==> src/rtl/cpu_state_sequencer.sv <==
// -----------------------------------------------------------------------------
// cpu_state_sequencer
//
// Main-control state sequencer for the CPU. It steps each instruction through
// these phases:
//   - instruction fetch (IF0/IF1)
//   - from-operand fetch (FF0-FF2)
//   - to-operand fetch (TF0/TF1)
//   - execute (EX0/EX1)
//   - a multi-step multiply loop (MUL1..MUL4)
//   - interrupt entry (IT0-IT2)
// Exactly one phase output is high in every cycle. The instruction decoder
// consumes these one-hot phase outputs.
//
// Parameters
//   MUL_STEPS  number of MUL2_1/MUL2_2 iterations per multiply (1..31)
//
// Ports
//   CLK        clock, rising-edge active
//   CLR        synchronous active-high reset (wins over every other input)
//   f_is_D     from-operand is register direct (skip FF0-FF2), valid in IF1
//   t_is_D     to-operand is register direct (skip TF0-TF1), valid in IF1
//   op_MUL     instruction is a multiply, valid in IF1
//   op_SVC     instruction is a supervisor call, valid in IF1
//   EIT_gate   masked external interrupt request (sampled at boundary only)
//   OIT_gate   masked other/internal interrupt request (boundary only)
//   WAIT       memory not ready; stretches IF1, FF2, TF1, EX1, IT1, IT2
//   IF0..MUL4  one-hot phase outputs
//   MUL_CNT    multiply iteration index
//   IT_CAUSE   00 none, 01 SVC, 10 EIT, 11 OIT
//   INST_END   pulse on the final (advancing) cycle of EX1, MUL4 or IT2
//
// Optional build macro CPU_STATE_SEQ_HALT_EN adds these ports:
//   HALT       request to park at the next instruction boundary
//   HALTED     high while parked; in that state every phase output is low
// -----------------------------------------------------------------------------
module cpu_state_sequencer #(
  parameter int MUL_STEPS = 16
) (
  input  logic       CLK,
  input  logic       CLR,
  input  logic       f_is_D,
  input  logic       t_is_D,
  input  logic       op_MUL,
  input  logic       op_SVC,
  input  logic       EIT_gate,
  input  logic       OIT_gate,
  input  logic       WAIT,
`ifdef CPU_STATE_SEQ_HALT_EN
  input  logic       HALT,
`endif
  output logic       IF0,
  output logic       IF1,
  output logic       FF0,
  output logic       FF1,
  output logic       FF2,
  output logic       TF0,
  output logic       TF1,
  output logic       EX0,
  output logic       EX1,
  output logic       IT0,
  output logic       IT1,
  output logic       IT2,
  output logic       MUL1,
  output logic       MUL2_1,
  output logic       MUL2_2,
  output logic       MUL3,
  output logic       MUL4,
  output logic [4:0] MUL_CNT,
  output logic [1:0] IT_CAUSE,
`ifdef CPU_STATE_SEQ_HALT_EN
  output logic       HALTED,
`endif
  output logic       INST_END
);

  localparam logic [4:0] MUL_LAST = 5'(MUL_STEPS - 1);

  localparam logic [1:0] CAUSE_NONE = 2'b00;
  localparam logic [1:0] CAUSE_SVC  = 2'b01;
  localparam logic [1:0] CAUSE_EIT  = 2'b10;
  localparam logic [1:0] CAUSE_OIT  = 2'b11;

  typedef enum logic [4:0] {
    ST_IF0,
    ST_IF1,
    ST_FF0,
    ST_FF1,
    ST_FF2,
    ST_TF0,
    ST_TF1,
    ST_EX0,
    ST_EX1,
    ST_IT0,
    ST_IT1,
    ST_IT2,
    ST_MUL1,
    ST_MUL2_1,
    ST_MUL2_2,
    ST_MUL3,
    ST_MUL4
`ifdef CPU_STATE_SEQ_HALT_EN
    ,
    ST_HALT
`endif
  } state_t;

  state_t     state_reg,   state_next;
  logic [4:0] mul_cnt_reg, mul_cnt_next;
  logic [1:0] cause_reg,   cause_next;

  // Decoder flags captured on the IF1 exit edge. These copies steer the
  // instruction after IF1, so the decoder may change its outputs freely.
  logic t_d_reg,  t_d_next;
  logic mul_reg,  mul_next;
  logic svc_reg,  svc_next;

  logic       inst_end;
  logic [1:0] irq_cause;
  logic       irq_pending;

  // Interrupt arbitration (SVC > EIT > OIT). The gates are live inputs. They
  // are only acted on at an instruction boundary or while parked in HALT, so
  // a source must hold its request until it is taken.
  always_comb begin
    irq_cause = CAUSE_NONE;
    if (svc_reg) begin
      irq_cause = CAUSE_SVC;
    end else if (EIT_gate) begin
      irq_cause = CAUSE_EIT;
    end else if (OIT_gate) begin
      irq_cause = CAUSE_OIT;
    end
    irq_pending = (irq_cause != CAUSE_NONE);
  end

  always_ff @(posedge CLK) begin
    if (CLR) begin
      state_reg   <= ST_IF0;
      mul_cnt_reg <= 5'd0;
      cause_reg   <= CAUSE_NONE;
      t_d_reg     <= 1'b0;
      mul_reg     <= 1'b0;
      svc_reg     <= 1'b0;
    end else begin
      state_reg   <= state_next;
      mul_cnt_reg <= mul_cnt_next;
      cause_reg   <= cause_next;
      t_d_reg     <= t_d_next;
      mul_reg     <= mul_next;
      svc_reg     <= svc_next;
    end
  end

  always_comb begin
    state_next   = state_reg;
    mul_cnt_next = mul_cnt_reg;
    cause_next   = cause_reg;
    t_d_next     = t_d_reg;
    mul_next     = mul_reg;
    svc_next     = svc_reg;
    inst_end     = 1'b0;

    case (state_reg)
      ST_IF0: state_next = ST_IF1;

      ST_IF1: begin
        if (!WAIT) begin
          t_d_next = t_is_D;
          mul_next = op_MUL;
          svc_next = op_SVC;
          // The captured values do not exist yet on this edge, so branch on
          // the live decoder flags.
          if (!f_is_D) begin
            state_next = ST_FF0;
          end else if (!t_is_D) begin
            state_next = ST_TF0;
          end else if (op_MUL) begin
            state_next = ST_MUL1;
          end else begin
            state_next = ST_EX0;
          end
        end
      end

      ST_FF0: state_next = ST_FF1;
      ST_FF1: state_next = ST_FF2;

      ST_FF2: begin
        if (!WAIT) begin
          if (!t_d_reg) begin
            state_next = ST_TF0;
          end else if (mul_reg) begin
            state_next = ST_MUL1;
          end else begin
            state_next = ST_EX0;
          end
        end
      end

      ST_TF0: state_next = ST_TF1;

      ST_TF1: begin
        if (!WAIT) begin
          state_next = mul_reg ? ST_MUL1 : ST_EX0;
        end
      end

      ST_EX0: state_next = ST_EX1;

      ST_EX1: begin
        if (!WAIT) begin
          inst_end = 1'b1;
          if (irq_pending) begin
            state_next = ST_IT0;
            cause_next = irq_cause;
          end else begin
`ifdef CPU_STATE_SEQ_HALT_EN
            state_next = HALT ? ST_HALT : ST_IF0;
`else
            state_next = ST_IF0;
`endif
            cause_next = CAUSE_NONE;
          end
        end
      end

      ST_MUL1: begin
        state_next   = ST_MUL2_1;
        mul_cnt_next = 5'd0;
      end

      ST_MUL2_1: state_next = ST_MUL2_2;

      ST_MUL2_2: begin
        // Use >= rather than == so the counter can never run past the last
        // step, even if the count is out of range.
        if (mul_cnt_reg >= MUL_LAST) begin
          state_next = ST_MUL3;
        end else begin
          state_next   = ST_MUL2_1;
          mul_cnt_next = mul_cnt_reg + 5'd1;
        end
      end

      ST_MUL3: state_next = ST_MUL4;

      ST_MUL4: begin
        inst_end = 1'b1;
        if (irq_pending) begin
          state_next = ST_IT0;
          cause_next = irq_cause;
        end else begin
`ifdef CPU_STATE_SEQ_HALT_EN
          state_next = HALT ? ST_HALT : ST_IF0;
`else
          state_next = ST_IF0;
`endif
          cause_next = CAUSE_NONE;
        end
      end

      ST_IT0: state_next = ST_IT1;

      ST_IT1: begin
        if (!WAIT) begin
          state_next = ST_IT2;
        end
      end

      ST_IT2: begin
        if (!WAIT) begin
          inst_end   = 1'b1;
          state_next = ST_IF0;
          cause_next = CAUSE_NONE;
        end
      end

`ifdef CPU_STATE_SEQ_HALT_EN
      // Parked between instructions. An interrupt takes priority over
      // resuming, and dropping HALT for one cycle runs a single instruction.
      ST_HALT: begin
        if (irq_pending) begin
          state_next = ST_IT0;
          cause_next = irq_cause;
        end else if (!HALT) begin
          state_next = ST_IF0;
        end
      end
`endif

      default: begin
        state_next = ST_IF0;
        cause_next = CAUSE_NONE;
      end
    endcase
  end

  // One-hot phase decode straight from the state register.
  assign IF0    = (state_reg == ST_IF0);
  assign IF1    = (state_reg == ST_IF1);
  assign FF0    = (state_reg == ST_FF0);
  assign FF1    = (state_reg == ST_FF1);
  assign FF2    = (state_reg == ST_FF2);
  assign TF0    = (state_reg == ST_TF0);
  assign TF1    = (state_reg == ST_TF1);
  assign EX0    = (state_reg == ST_EX0);
  assign EX1    = (state_reg == ST_EX1);
  assign IT0    = (state_reg == ST_IT0);
  assign IT1    = (state_reg == ST_IT1);
  assign IT2    = (state_reg == ST_IT2);
  assign MUL1   = (state_reg == ST_MUL1);
  assign MUL2_1 = (state_reg == ST_MUL2_1);
  assign MUL2_2 = (state_reg == ST_MUL2_2);
  assign MUL3   = (state_reg == ST_MUL3);
  assign MUL4   = (state_reg == ST_MUL4);

`ifdef CPU_STATE_SEQ_HALT_EN
  assign HALTED = (state_reg == ST_HALT);
`endif

  assign MUL_CNT  = mul_cnt_reg;
  assign IT_CAUSE = cause_reg;
  assign INST_END = inst_end;

endmodule

==> config.mk <==
export PLATFORM = sky130hd
export DESIGN_NAME = cpu_state_sequencer
export DESIGN_NICKNAME = d
export VERILOG_FILES = /design/src/rtl/cpu_state_sequencer.sv
export SDC_FILE = /design/constraint.sdc
export NUM_CORES = 1
export LEC_CHECK = 0
export CELL_PAD_IN_SITES_DETAIL_PLACEMENT = 1
export CELL_PAD_IN_SITES_GLOBAL_PLACEMENT = 1
export CORE_MARGIN = 2
export CORE_UTILIZATION = 34
export CTS_CLUSTER_SIZE = 12
export DETAILED_ROUTE_END_ITERATION = 7
export PLACE_DENSITY = 0.86
export SLEW_MARGIN = 40
export SYNTH_ARGS = -nofsm -noshare
export SYNTH_HDL_FRONTEND = slang
export SYNTH_SLANG_ARGS = --single-unit
==> constraint.sdc <==
create_clock -name CLK -period 3.09 [get_ports CLK]
set_input_delay 0.4635 -clock CLK [delete_from_list [all_inputs] [get_ports CLK]]
set_output_delay 0.4635 -clock CLK [all_outputs]
set_load 0.1 [all_outputs]
## Word level (Yosys, flattened, before mapping)

Index checks and enable logic that the tools add are counted.

- Flip-flop bits (word level): 15
- Logic and storage cells: 67

- $add $sub $neg: 1
- Order comparisons: 1
- Equality and inequality tests: 23
- Muxes and demuxes: 25
- Bitwise gates (word level): 2
- Reduce and logical (&&, ||, !) cells: 9

Operators with widths:

| operator | number |
|---|---|
| 5-bit one-hot mux with 17 select lines | 1 |
| 5-bit by 4-bit == test with 1-bit output (second input constant) | 8 |
| 5-bit two-way mux | 7 |
| 4-bit two-way mux | 6 |
| 5-bit by 3-bit == test with 1-bit output (second input constant) | 4 |
| 2-bit two-way mux | 7 |
| 2-bit != test (second input constant) | 7 |
| 14-bit OR reduction | 1 |
| 5-bit by 2-bit == test with 1-bit output (second input constant) | 2 |
| 5-bit one-hot mux with 2 select lines | 1 |
| 2-bit one-hot mux with 4 select lines | 1 |
| 6-bit AND reduction | 1 |
| 5-bit by 1-bit adder with 5-bit output (second input constant) | 1 |
| 5-bit by 1-bit == test with 1-bit output (second input constant) | 1 |
| 5-bit == test (second input constant) | 1 |
| 5-bit by 4-bit >= comparator with 1-bit output (second input constant) | 1 |
| 5-bit logical NOT | 1 |
| 2-bit AND reduction | 2 |
| 2-bit nonzero test | 2 |
| 3-bit AND reduction | 1 |
| 1-bit inverter | 2 |
| 1-bit one-hot mux with 2 select lines | 1 |
| 2-bit OR reduction | 1 |
| 1-bit two-way mux | 1 |

## Longest topological paths before layout

- Depth in word-level cells: 7
- Gate-level depth with buffers: 8
- Depth with buffers taken out: 8

## Worst setup path after synthesis

Ideal clock, no wire load.

- Path type: flip-flop to output port
- Start: reg state_reg[1]
- End: out IT1
- Arrival time: 3.943 ns
- Required time: 2.626 ns
- Setup slack: -1.316 ns
- Stages on the path, launching flop included: 4
- Buffers on the path: 2
- Path through: dfxtp_1 > clkbuf_1 > clkbuf_1 > nor4b_1

- Longest elaborated chain between the ends: 1

Ends and longest elaborated chain:

| what | line | text |
|---|---|---|
| from (decl) | 108 | `state_t state_reg, state_next;` |
| from (signal assigned) | 146 | `state_reg <= state_next;` |
| 5-bit by 4-bit == test with 1-bit output | 310 | `assign IT1 = (state_reg == ST_IT1);` |
| to (decl) | 62 | `output logic IT1,` |

Every way passes these cells.

## Final worst setup path

- Start: reg state_reg[2]
- End: out TF1

- Longest elaborated chain between the ends: 1

Ends and longest elaborated chain:

| what | line | text |
|---|---|---|
| 5-bit by 3-bit == test with 1-bit output | 306 | `assign TF1 = (state_reg == ST_TF1);` |
| to (decl) | 58 | `output logic TF1,` |

Every way passes these cells.

==> results.tsv <==
metric	value	unit
status	finished clean	
hold_buffers	0	
r2r_end	IT_CAUSE[1]	
post-route-period-util	80.4	%
fin_setup_tns	0	ns
synth.area.top_cells	dfxtp_1 (27%), nor2_1 (10%), nor3_1 (5.8%)	
clock_latency	0.30	ns
yosysTopAreaCell	dfxtp_1	
wl_per_cell	15.7	um
die_x	61.2	um
antenna_found_initial	0	
hold_violations	0	
grt_remaining_overflow	0	
highest_layer	met4	
synth_area	1110	um2
reg2regPathDepth	4	
cts_tree	done	
slowest_delay	0.72	ns
final_cells	232	
diodes	0	
route.final.wire_length	3.65	mm
r2r_setup_slack	1.05	ns
clock-sinks	15	
ir_worst_vdd	485	uV
synth_fp_nets	171	
power_density	973	nW/um2
path_cells	inv_1, nor2_1, and3_1, buf_4	
pin_count	34	
syn_inst	160	
clk_pin_slew	0.11	ns
ys_seq_area_share	27.0	%
netlist_top_cells_count	nor2_1 (31), dfxtp_1 (15), nand2_1 (15), nor3_1 (13), clkbuf_1 (8)	
drtPass1Iterations	4	
synth_top_area_share	27.0	%
drive_gt1_share	23.9	%
cts_resized	0	
min_period	2.48	ns
hold_depth	2	
drtIter0Drc	41	
ys_types	41	
cp.required	2.63	ns
numPortBuffers	33	
wl_met2	1.84	mm
end_kind	output pin	
ys_ff_latch	15	
max_slew.worst_pin.slew	0.604	ns
clock-root-buffer	clkbuf_4	
rsz0062_at_grt	false	
grt.total_usage	21.2	%
r2r_start	state_reg[2]	
postCtsSetupRepairBufs	0	
crit_path_max_fanout	17	
hp-class	flip-flop to flip-flop	
syn_to_final_growth	35.0	%
grt_first_pass_wirelength	5.78	mm
place_inst	228	
worstSetupPathType	flip-flop to output pin	
finalClockSkew	0.00624	ns
layout_setup_ws	0.605	ns
grt_pass1_vias	1238	
dp_hpwl	2.82	mm
placementRows	20	
synth-async-reset-ratio	0	%
nFillCells	412	
synth_ff_type	dfxtp_1	
max_cap_violations	0	
nets	200	
place_congestion	0.884	
drt-met1-wl	1.59	mm
max_slew_margin	59.7	%
yosysWarningCount	0	
setup_viol	0	
die_h	61.2	um
clk_path_buf_depth	2	
drc_errors	0	
via_count	1262	
initial_core_util	36.1	%
vias_per_cell	5.44	
synth_most_common_cell	nor2_1	
holdPathEnd	IT_CAUSE[1]	
synth_edf_count	0	
wl_met3	175	um
htreeDepth	1	
design.core.area	3080	um2
grt_max_degree	24	
maxSlewViolCount	0	
fmax	402	MHz
die-area	3740	um2
leakagePower	0.591	nW
post-place-ws	0.840	ns
postRouteAntennaNets	0	
syn_area_per_cell	6.95	um2
critPathArrivalTime	2.02	ns
min-delay-start	IT_CAUSE[1]	
cts_inserted_buffers	3	
slowest_stage	dfxtp_1	
start_kind	flip-flop	
total_power	1.46	mW
-- layout by cell type (no fill, tap or decap), drive strengths merged, types with 2 or more instances in the layout --
cell           instances
clkbuf                 3
a32oi                  2
clkdlybuf4s50          8
mux2i                  3
nor2                  31
ha                     2
buf                   28
nand2b                 7
o21ai                  7
and3                   4
xor2                   2
a221oi                 2
nor2b                  2
o21a                   2
nand3                  3
nand4                  2
and4b                  2
a21oi                  6
nand2                 15
or2                    5
inv                    7
nor3                  13
dfxtp                 15
-- metrics by stage --
stage               hold slack [ns]  util (%)  cell area, um2
global placement              0.441      47.9            1470
floorplan                     0.484         -            1150
finish                        0.463      48.8            1500
global route                  0.496      48.8            1500
CTS                           0.473      48.8            1500
detailed placement            0.455      47.9            1470
-- critical path: cells and delay by family, from the launching register on --
family | cells | cell delay [ns]
buffers and inverters | 2 | 0.46
and+or+nand+nor | 2 | 0.55
DFF | 1 | 0.72
-- worst max path at each step --
stage	from	endpoint	slack (ns)	cells past startpoint
after floorplan	state_reg[0]	EX0	-0.47	5
after global placement	WAIT	state_reg[1]	0.93	6
after detailed placement	WAIT	state_reg[1]	0.84	6
after CTS	state_reg[2]	TF1	0.63	4
after global routing	state_reg[2]	TF1	0.51	4
final	state_reg[2]	TF1	0.61	4
-- per-layer routing --
metal / vias to the layer above / GRT usage, %
li1: 613 / -
met1: 605 / 26.0
met2: 40 / 37.2
met3: 4 / 2.94
met4: 0 / 8.39
met5: - / 0
-- logic make-up (layout without fill, tap and decap cells) --
family | Yosys count | after routing | share of synthesized area, %
muxes | 3 | 3 | 2.70
adders and majority gates | 2 | 2 | 2.25
xor gates and xnor gates | 3 | 3 | 2.36
buffers and inverters | 19 | 47 | 7.99
AOI/OAI and AO/OA | 28 | 28 | 17.3
and+or+nand+nor | 90 | 90 | 40.4
DFF | 15 | 15 | 27.0
-- power by group --
group          switching, mW  internal (mW)
Clock                 0.0745         0.0482
Sequential            0.0480          0.226
Combinational          0.781          0.284
Total                  0.904          0.558
-- cell type report --
| type | instances | area (um2) | share of cell area, % |
|---|---|---|---|
| inverter | 7 | 26.3 | 1.75 |
| timing repair buffer | 36 | 328 | 21.8 |
| tap | 44 | 55.1 | 3.67 |
| multi-input combinational | 126 | 764 | 50.9 |
| sequential | 15 | 300 | 20.0 |
| clock buffer | 3 | 22.5 | 1.50 |
| clock inverter | 1 | 5.00 | 0.333 |
(Power assumes the default switching activity.)
